<file path="config.mk">
export PLATFORM = sky130hd
export DESIGN_NAME = serial_adder
export DESIGN_NICKNAME = d
export VERILOG_FILES = /design/src/rtl/serial_adder.sv
export SDC_FILE = /design/constraint.sdc
export NUM_CORES = 1
export LEC_CHECK = 0
export CORE_MARGIN = 1.5
export CORE_UTILIZATION = 40
export CTS_CLUSTER_SIZE = 25
export DETAILED_ROUTE_END_ITERATION = 10
export PLACE_DENSITY = 0.79
export RECOVER_POWER = 25
export SYNTH_ARGS = -nofsm -noshare
export SYNTH_HDL_FRONTEND = slang
export SYNTH_SLANG_ARGS = --single-unit
</file>
<file path="constraint.sdc">
create_clock -name clk -period 1.6 [get_ports clk]
set_input_delay 0.4 -clock clk [delete_from_list [all_inputs] [get_ports clk]]
set_output_delay 0.4 -clock clk [all_outputs]
set_load 0.02 [all_outputs]
</file>
<file path="src/rtl/serial_adder.sv">
// Digit-serial adder/subtractor: DIGIT bits per clock, LSB first, through a registered carry.
// Operands arrive and results leave over valid/ready handshakes; one result per STEPS+1 clocks.
//
// state | meaning
// IDLE  | waiting for operands, in_ready high
// RUN   | processing one digit per clock
// DONE  | result presented, held until out_ready
module serial_adder #(
    parameter int WIDTH = 8,
    parameter int DIGIT = 1
) (
    input  logic             clk,
    input  logic             rst_n,
    input  logic             in_valid,
    output logic             in_ready,
    input  logic [WIDTH-1:0] a,
    input  logic [WIDTH-1:0] b,
    input  logic             cin,
    input  logic             sub,
    output logic             out_valid,
    input  logic             out_ready,
    output logic [WIDTH-1:0] sum,
    output logic             carry,
    output logic             overflow
);
    localparam int STEPS = WIDTH / DIGIT;
    localparam int CNT_W = (STEPS > 1) ? $clog2(STEPS) : 1;

    typedef enum logic [1:0] {IDLE, RUN, DONE} state_t;

    state_t           state, state_nxt;
    logic [WIDTH-1:0] op_a, op_b, res;
    logic             carry_r, ovf_r;
    logic [CNT_W-1:0] cnt;
    logic             accept, last;
    logic [DIGIT:0]   digit_sum;
    logic             msb_cin;

    assign digit_sum = {1'b0, op_a[DIGIT-1:0]} + {1'b0, op_b[DIGIT-1:0]}
                     + {{DIGIT{1'b0}}, carry_r};
    // Carry into the digit's top bit recovered from its sum bit, for the overflow tap.
    assign msb_cin   = digit_sum[DIGIT-1] ^ op_a[DIGIT-1] ^ op_b[DIGIT-1];
    assign last      = (cnt == CNT_W'(STEPS - 1));
    assign accept    = in_valid && in_ready;

    always_ff @(posedge clk or negedge rst_n) begin
        if (!rst_n) begin
            state <= IDLE;
        end else begin
            state <= state_nxt;
        end
    end

    always_comb begin
        state_nxt = state;
        in_ready  = 1'b0;
        out_valid = 1'b0;
        case (state)
            IDLE: begin
                in_ready = 1'b1;
                if (in_valid) state_nxt = RUN;
            end
            RUN: begin
                if (last) state_nxt = DONE;
            end
            DONE: begin
                out_valid = 1'b1;
                in_ready  = out_ready;
                if (out_ready) state_nxt = in_valid ? RUN : IDLE;
            end
            default: state_nxt = IDLE;
        endcase
    end

    always_ff @(posedge clk or negedge rst_n) begin
        if (!rst_n) begin
            op_a    <= '0;
            op_b    <= '0;
            res     <= '0;
            carry_r <= 1'b0;
            ovf_r   <= 1'b0;
            cnt     <= '0;
        end else if (accept) begin
            // Subtraction is a + ~b + ~cin, so the borrow-in becomes an inverted carry.
            op_a    <= a;
            op_b    <= sub ? ~b : b;
            carry_r <= sub ? ~cin : cin;
            res     <= '0;
            ovf_r   <= 1'b0;
            cnt     <= '0;
        end else if (state == RUN) begin
            op_a    <= op_a >> DIGIT;
            op_b    <= op_b >> DIGIT;
            res     <= (res >> DIGIT) | (WIDTH'(digit_sum[DIGIT-1:0]) << (WIDTH - DIGIT));
            carry_r <= digit_sum[DIGIT];
            cnt     <= cnt + CNT_W'(1);
            if (last) ovf_r <= msb_cin ^ digit_sum[DIGIT];
        end
    end

    assign sum      = res;
    assign carry    = carry_r;
    assign overflow = ovf_r;
endmodule

</file>
# After elaboration in Yosys (flattened, before gate mapping)

Index checks and enable logic that the tools add are counted.

Flip-flop bits (word level): 31
Input bits: 22
Output and inout port bits: 12
Word-level logic and storage cells: 50

$add $sub $neg: 3
Equal/unequal tests: 6
Muxes and demuxes: 22
Bitwise logic cells: 6
Reductions and logical operators: 6

Operator list:

| kind                                                            | number |
|---|---|
| 8-bit 2-to-1 mux                                                | 7 |
| 1-bit 2-to-1 mux                                                | 8 |
| 8-bit NOT                                                       | 1 |
| 7-bit by 8-bit OR with 8-bit output                             | 1 |
| 2-bit 2-to-1 mux                                                | 3 |
| 3-bit 2-to-1 mux                                                | 2 |
| 2-bit inequality test, second input constant                    | 3 |
| 2-bit one-hot mux with 3 select lines                           | 1 |
| 2-bit nonzero test                                              | 2 |
| 3-bit by 1-bit adder with 3-bit output, second input constant   | 1 |
| 3-bit == test, second input constant                            | 1 |
| 3-bit AND reduction                                             | 1 |
| 1-bit XOR                                                       | 3 |
| 1-bit by 1-bit adder with 2-bit output                          | 1 |
| 2-bit by 1-bit adder with 2-bit output                          | 1 |
| 2-bit by 1-bit == test with 1-bit output, second input constant | 1 |
| 2-bit == test, second input constant                            | 1 |
| 2-bit zero test                                                 | 1 |
| 1-bit one-hot mux with 2 select lines                           | 1 |
| 2-bit AND reduction                                             | 1 |
| 1-bit logical AND                                               | 1 |
| 1-bit NOT                                                       | 1 |

# Depth between registers and ports, before layout

Gate-level depths: netlist of run 1.

Depth in word-level cells: 8
Gate-level depth with buffers: 6
Depth with buffers taken out: 5

# Worst setup path before layout of run 1

Ideal clock, no wire load.

Path type: reg2reg
Start: reg carry_r (netlist: carry)
End: reg ovf_r (netlist: overflow)
Library setup time: 0.096 ns
Arrival: 1.590 ns
Required time: 1.504 ns
Path slack: -0.085 ns
Stages on the path, launching flop included: 6
Buffers on the path: 0
Period minus slack after synthesis: 1.685 ns
Cells stage by stage: dfrtp_1 > inv_1 > fa_1 > xnor2_1 > xnor2_1 > a311oi_2

Longest elaborated chain between the ends: 7

RTL lines:

| item                                       | RTL line | source |
|---|---|---|
| start, declared                            | 33       | `logic carry_r, ovf_r;` |
| start signal, assigned                     | 87       | `carry_r <= sub ? ~cin : cin;` |
| start signal, assigned                     | 95       | `carry_r <= digit_sum[DIGIT];` |
| 2-bit by 1-bit adder with 2-bit output (*) | 40       | `+ {{DIGIT{1'b0}}, carry_r};` |
| 1-bit XOR (2 in a row)                     | 42       | `assign msb_cin = digit_sum[DIGIT-1] ^ op_a[DIGIT-1] ^ op_b[DIGIT-1];` |
| 1-bit XOR (*)                              | 97       | `if (last) ovf_r <= msb_cin ^ digit_sum[DIGIT];` |
| 1-bit 2-to-1 mux (*)                       | 97       |  |
| 1-bit 2-to-1 mux (*)                       | 91       | `end else if (state == RUN) begin` |
| 1-bit 2-to-1 mux (*)                       | 83       | `end else if (accept) begin` |
| end signal, assigned                       | 97       |  |
| end, declared                              | 33       |  |

Mark *: on every way between the ends. The rest lies on a longest branch, timed or not. The select of a mux whose other input is x is not followed.
A chain may end at the register's enable or synchronous reset.

# Final worst setup path of run 1

Start: reg op_a[0]
End: reg ovf_r (netlist: overflow)

Longest elaborated chain between the ends: 8

RTL lines:

| item                                   | RTL line | source |
|---|---|---|
| start, declared                        | 32       | `logic [WIDTH-1:0] op_a, op_b, res;` |
| start signal, assigned                 | 92       | `op_a <= op_a >> DIGIT;` |
| 1-bit by 1-bit adder with 2-bit output | 39       | `assign digit_sum = {1'b0, op_a[DIGIT-1:0]} + {1'b0, op_b[DIGIT-1:0]}` |
| 2-bit by 1-bit adder with 2-bit output | 40       |  |
| 1-bit XOR (2 in a row)                 | 42       |  |
| 1-bit XOR (*)                          | 97       |  |
| 1-bit 2-to-1 mux (*)                   | 97       |  |
| 1-bit 2-to-1 mux (*)                   | 91       |  |
| 1-bit 2-to-1 mux (*)                   | 83       |  |

Marks and branches as above.

==> metrics.txt, run 1 <==
P_leak approximately 0.00097 uW; diode count 0; synth warn 0; Final Setup Violations 0; Crit Reg-Reg Endpoint overflow$_DFFE_PN0P_; final hold vios 0; Worst Setup EP overflow$_DFFE_PN0P_; initial antenna violation count 0; pre-CTS setup slack -0.483 ns; drt drc 0; # nets final roughly 230; final slew viol count 0; Slew headroom 0.502; die area ~4300 sq um; std cell rows 22; post-synthesis cell type count 27; die span in y 65.6 um; FF-to-FF Start op_a[0]$_DFFE_PN0P_; Max Clk Rate about 640 MHz; R2R Setup Slk 0.04 ns; DRT Pass-1 Iters 4; H-tree depth 2; Worst-Margin Slew 0.748 ns; flops & latches, synth 31; Peak VDD IR between 600 and 700 uV; vias in the first global route approximately 1300; Mean Syn Cell Area around 10 sq um; worst setup margin around 0.039 ns; Port Buffers 33; gr usage total 0.177; Clock Latency Late Sink 0.29 ns; Synth Flop Type dfrtp_1; setup TNS 0 ns; first-pass GRT wire length approximately 5600 um; IO Pins 34; crit path DAT roughly 1.8 ns; Clock transition at path regs around 0.060 ns; vias after detailed routing about 1200; share of layout cells above drive strength 1 0.184; Max-Cap Viols 0; Placer Congestion 0.734; RSZ-0062 raised after global routing yes; Setup crit end kind flop; TritonCTS clock tree built; clk_skew 0.00543 ns; Antenna Nets Post-Route 0; final worst-path cycle share 0.976; Clock Sinks 31; total wire length around 3100 um; Initial Util 0.422; Routed wire per std cell 12.6 um; Cells after Synth ~160; Post-Syn Area about 1600 sq um; detailed placer's ending HPWL between 2000 and 2500 um; clock tree root buffer cell clkbuf_8; outcome completed; Die Width 65.6 um; PD cells about 1900 nW/um^2; post-synth net total 180; CTS Buffer Depth 2; Area growth, synth to finish 35.2%; min Tclk post-route ~1.6 ns; final instance area ~2100 sq um; crit path kind reg2reg; Hold Path Class reg2reg; crit path max fanout 2; Seq/Total Area, Yosys 0.494; Crit. Startpoint op_a[0]$_DFFE_PN0P_; Congestion Overflow GR 0; CP required ~1.8 ns; Vias/cell a little under 5; ys async rst share 1.00; Hold-fix buffers, CTS 0; worst-case reg-to-reg path depth 5; Placed Area 2030 sq um; startpoint types flop; core area ~3700 sq um; largest net degree at the start of global routing 32; number of flops mapped to enable cells by yosys 0; CTS Buf Count 5; starting DRC count in detailed routing 71
stage by stage:
| stage | instances | total power (uW) | hold WS (ns) | utilization |
|---|---|---|---|---|
| final | 249 | 3950 | 0.522 | 0.571 |
| after global routing | 249 | 4260 | 0.553 | 0.571 |
| after CTS | 249 | 3920 | 0.478 | 0.572 |
| after detailed placement | 240 | 3270 | 0.522 | 0.546 |
| after global placement | 240 | 3190 | 0.502 | 0.546 |
| after floorplan | 155 | 2610 | 0.104 | - |
Yosys cell counts, types with 2 or more instances:
| master | n | area, sq um |
|---|---|---|
| xnor2_1 | 4 | 35.0 |
| nand2b_1 | 2 | 12.5 |
| buf_6 | 3 | 33.8 |
| a21oi_1 | 10 | 50.1 |
| xor2_1 | 9 | 78.8 |
| nor2b_1 | 4 | 25.0 |
| dfrtp_1 | 31 | 776 |
| nand3_1 | 15 | 75.1 |
| ha_1 | 2 | 25.0 |
| o21ai_0 | 9 | 45.0 |
| buf_2 | 6 | 30.0 |
| inv_1 | 3 | 11.3 |
| nand2_1 | 22 | 82.6 |
| mux2i_1 | 14 | 140 |
| o21ai_1 | 8 | 40.0 |
| nor2_1 | 2 | 7.51 |
worst min-delay path by stage:
| stage | cells after the start | endpoint | start | slack [ns] |
|---|---|---|---|---|
| after global routing | 2 | op_a[0]$_DFFE_PN0P_ | op_a[1]$_DFFE_PN0P_ | 0.55 |
| final | 2 | sum[0]$_DFFE_PN0P_ | sum[0]$_DFFE_PN0P_ | 0.52 |
| after floorplan | 0 | carry$_DFFE_PN0P_ | rst_n | 0.10 |
| after global placement | 2 | op_a[0]$_DFFE_PN0P_ | op_a[1]$_DFFE_PN0P_ | 0.50 |
| after CTS | 2 | op_a[7]$_DFFE_PN0P_ | rst_n | 0.48 |
| after detailed placement | 2 | sum[0]$_DFFE_PN0P_ | sum[0]$_DFFE_PN0P_ | 0.52 |
flip-flops by register name (all words and copies together), names as in the netlist:
register,cells
op_a,8
op_b,8
sum,8
cnt,3
state,2
carry,1
overflow,1
power by group:
part | switching, uW | internal (uW)
combinational | 989 | 954
clock | 288 | 392
sequential | 204 | 1120
cells by family (layout without fill, tap and decap cells):
family	after synthesis	after routing	synth area share
and+or+nand+nor	46	46	0.133
AOI/OAI and AO/OA	31	31	0.114
DFF	31	31	0.494
buffers and inverters	16	62	0.0606
muxes	15	15	0.0965
xor gates and xnor gates	13	13	0.0726
adders and majority gates	3	3	0.0287
cell type report:
type | instances | area (sq um)
Fill cell | 326 | 1600
Sequential cell | 31 | 777
Tap cell | 48 | 60.1
Clock buffer | 8 | 100
Multi-Input combinational cell | 108 | 718
Timing Repair Buffer | 51 | 454
Inverter | 3 | 11.3
placed cells by master (no fill, tap or decap), types with 2 or more instances in the layout:
master / instances
nand3_1: 15
inv_2: 2
clkbuf_8: 7
xnor2_1: 3
nand2_1: 22
dlygate4sd2_1: 11
clkdlybuf4s50_1: 19
nor2_1: 2
buf_4: 17
dfrtp_1: 30
ha_1: 2
clkbuf_2: 2
o21ai_1: 8
xor2_1: 9
mux2i_1: 14
nor2b_1: 3
o21ai_0: 9
a21oi_1: 10
worst max-delay path, stage by stage (launching register included):
cell	delay [ns]
dfrtp_1	0.42
inv_2	0.08
fa_2	0.46
xnor2_2	0.15
xnor2_1	0.13
a311oi_2	0.23
per-layer routing:
| metal | up-vias | global-route usage | part of all wire |
|---|---|---|---|
| met5 | - | 0 | 0 |
| met4 | 0 | 0.104 | 0.028 |
| met3 | 5 | 0.0428 | 0.041 |
| met2 | 28 | 0.273 | 0.48 |
| met1 | 578 | 0.225 | 0.45 |
| li1 | 614 | - | - |
repair_timing:
action                     in CTS  in global routing
gates resized for setup        18                  7
setup buffers                   1                  0
pin swaps                       3                  3
setup endpoints to repair      13                 13
Power figures use the tool's default switching activity.
==> run 2, diff against run 1 <==
--- a/config.mk
+++ b/config.mk
@@ -5,7 +5,6 @@
 export SDC_FILE = /design/constraint.sdc
 export NUM_CORES = 1
 export LEC_CHECK = 0
-export CORE_MARGIN = 1.5
 export CORE_UTILIZATION = 40
 export CTS_CLUSTER_SIZE = 25
 export DETAILED_ROUTE_END_ITERATION = 10
==> run 2 against run 1 <==
  * Highest routed layer unchanged
  * Utilization down 1.0 points
  * Largest power group unchanged
  * Sequential share of layout area increased by 0.66 points
  * Final area shrank 1.8%
  * First-iteration DRC count down 42%
  * Clock power down 12%
  * Flip-flop and latch count is the same
  * Global-route usage down 0.72 points
  * Critical endpoint unchanged
  * Routed wire length down 5.0%
  * Fmax about the same
==> metrics.txt, run 2 (synthesized netlist as in run 1, its figures left out) <==
H-tree depth 2; Worst-Margin Slew 0.761 ns; total power draw ~3800 uW; share of layout cells above drive strength 1 0.162; Clock Sinks 31; Clock transition at path regs 0.06 ns; core area approximately 3700 sq um; Hold Path Class reg2reg; final worst-path cycle share 0.976; CTS Buf Count 5; fin util 0.561; TritonCTS clock tree built; Hold-fix buffers, CTS 0; vias in the first global route around 1200; worst setup margin about 0.038 ns; PD cells 1810 nW/um^2; P_leak 0.000950 uW; crit path max fanout 2; die area around 4200 sq um; Peak VDD IR between 600 and 700 uV; clk_skew just under 0.003 ns; Initial Util 0.422; total wire length about 3000 um; pre-CTS setup slack -0.510 ns; final slew viol count 0; startpoint types flop; outcome completed; Antenna Nets Post-Route 0; diode count 0; Worst path slowest cell fa_1; Max-Cap Viols 0; drt drc 0; detailed placer's ending HPWL slightly above 2000 um; Slew headroom 0.493; die span in y about 65 um; DRT Pass-1 Iters 4; Port Buffers 33; initial antenna violation count 0; largest net degree at the start of global routing 32; starting DRC count in detailed routing slightly above 40; CTS Buffer Depth 2; crit path kind reg2reg; setup TNS 0 ns; max incr delay on CP approximately 0.45 ns; Die Width between 60 and 70 um; Routed wire per std cell between 10 and 15 um; CP required about 1.8 ns; commonest non-fill, non-tap cell in the layout dfrtp_1; std cell rows 22; gr usage total 0.170; Area growth, synth to finish 32.8%; Max Clk Rate between 600 and 700 MHz; final hold vios 0; Vias/cell roughly 4.8; most frequent CP cell xnor2_1; RSZ-0062 raised after global routing yes; commonest non-fill, non-tap cells in the layout dfrtp_1 (30), nand2_1 (22), clkdlybuf4s50_1 (19); crit path DAT between 1.5 and 2 ns; # nets final 223; worst path cell trace inv_1 -> fa_1 -> xnor2_1 -> xnor2_1 -> a311oi_2; IO Pins 34; Congestion Overflow GR 0; min Tclk post-route approximately 1.6 ns; clock tree root buffer cell clkbuf_8; Final Setup Violations 0; Setup crit end kind flop; Placer Congestion around 0.77; Clock Latency Late Sink around 0.28 ns; vias after detailed routing around 1200; first-pass GRT wire length 5200 um
## run 2: where the power goes
part,switching [uW],total [uW],internal (uW)
logic,954,1840,885
registers,202,1330,1120
clock network,263,600,336
total,1420,3760,2340
## run 2: worst paths after layout
check	end	cells past startpoint	start	slack [ns]
hold / removal	sum[0]$_DFFE_PN0P_	2	sum[0]$_DFFE_PN0P_	0.52
min in group asynchronous	sum[1]$_DFFE_PN0P_	2	rst_n	0.72
setup / recovery	overflow$_DFFE_PN0P_	5	carry$_DFFE_PN0P_	0.04
max in group asynchronous	carry$_DFFE_PN0P_	2	rst_n	0.34
setup reg to reg	overflow$_DFFE_PN0P_	5	carry$_DFFE_PN0P_	0.04
hold reg to reg	sum[0]$_DFFE_PN0P_	2	sum[0]$_DFFE_PN0P_	0.52
## run 2: repair_timing
item                                    4_1_cts  5_1_grt
buffers inserted                              1        0
gates resized for setup                      18        4
pin swaps                                     3        3
endpoints found under the setup margin       13       14
## run 2: critical path, delay by kind of cell (launching register included)
family / cells / cell delay [ns]
DFF: 1 / 0.40
buffers and inverters: 1 / 0.09
AOI/OAI and AO/OA: 1 / 0.23
adders and majority gates: 1 / 0.45
xor gates and xnor gates: 2 / 0.29
## run 2: per-layer routing
| layer | global-route usage | part of all wire |
|---|---|---|
| met5 | 0 | 0 |
| met4 | 0.0833 | 0.022 |
| met3 | 0.0511 | 0.053 |
| met2 | 0.271 | 0.46 |
| met1 | 0.208 | 0.46 |
## run 2: stage by stage
step	hold slack [ns]	instance area, sq um	cells
4_1_cts	0.480	2100	246
6_report	0.517	2080	246
3_5_place_dp	0.509	2010	238
3_3_place_gp	0.501	2010	238
5_1_grt	0.542	2080	246
2_1_floorplan	0.104	1570	155
## run 2: area by class of cell
class                   count  area [sq um]
repair buffers             49           439
clock inverters             1          5.00
fillers                   325          1630
well taps                  48          60.1
clock buffers               6          82.6
inverters                   3          11.3
multi-input cells         108           708
flip-flops and latches     31           777
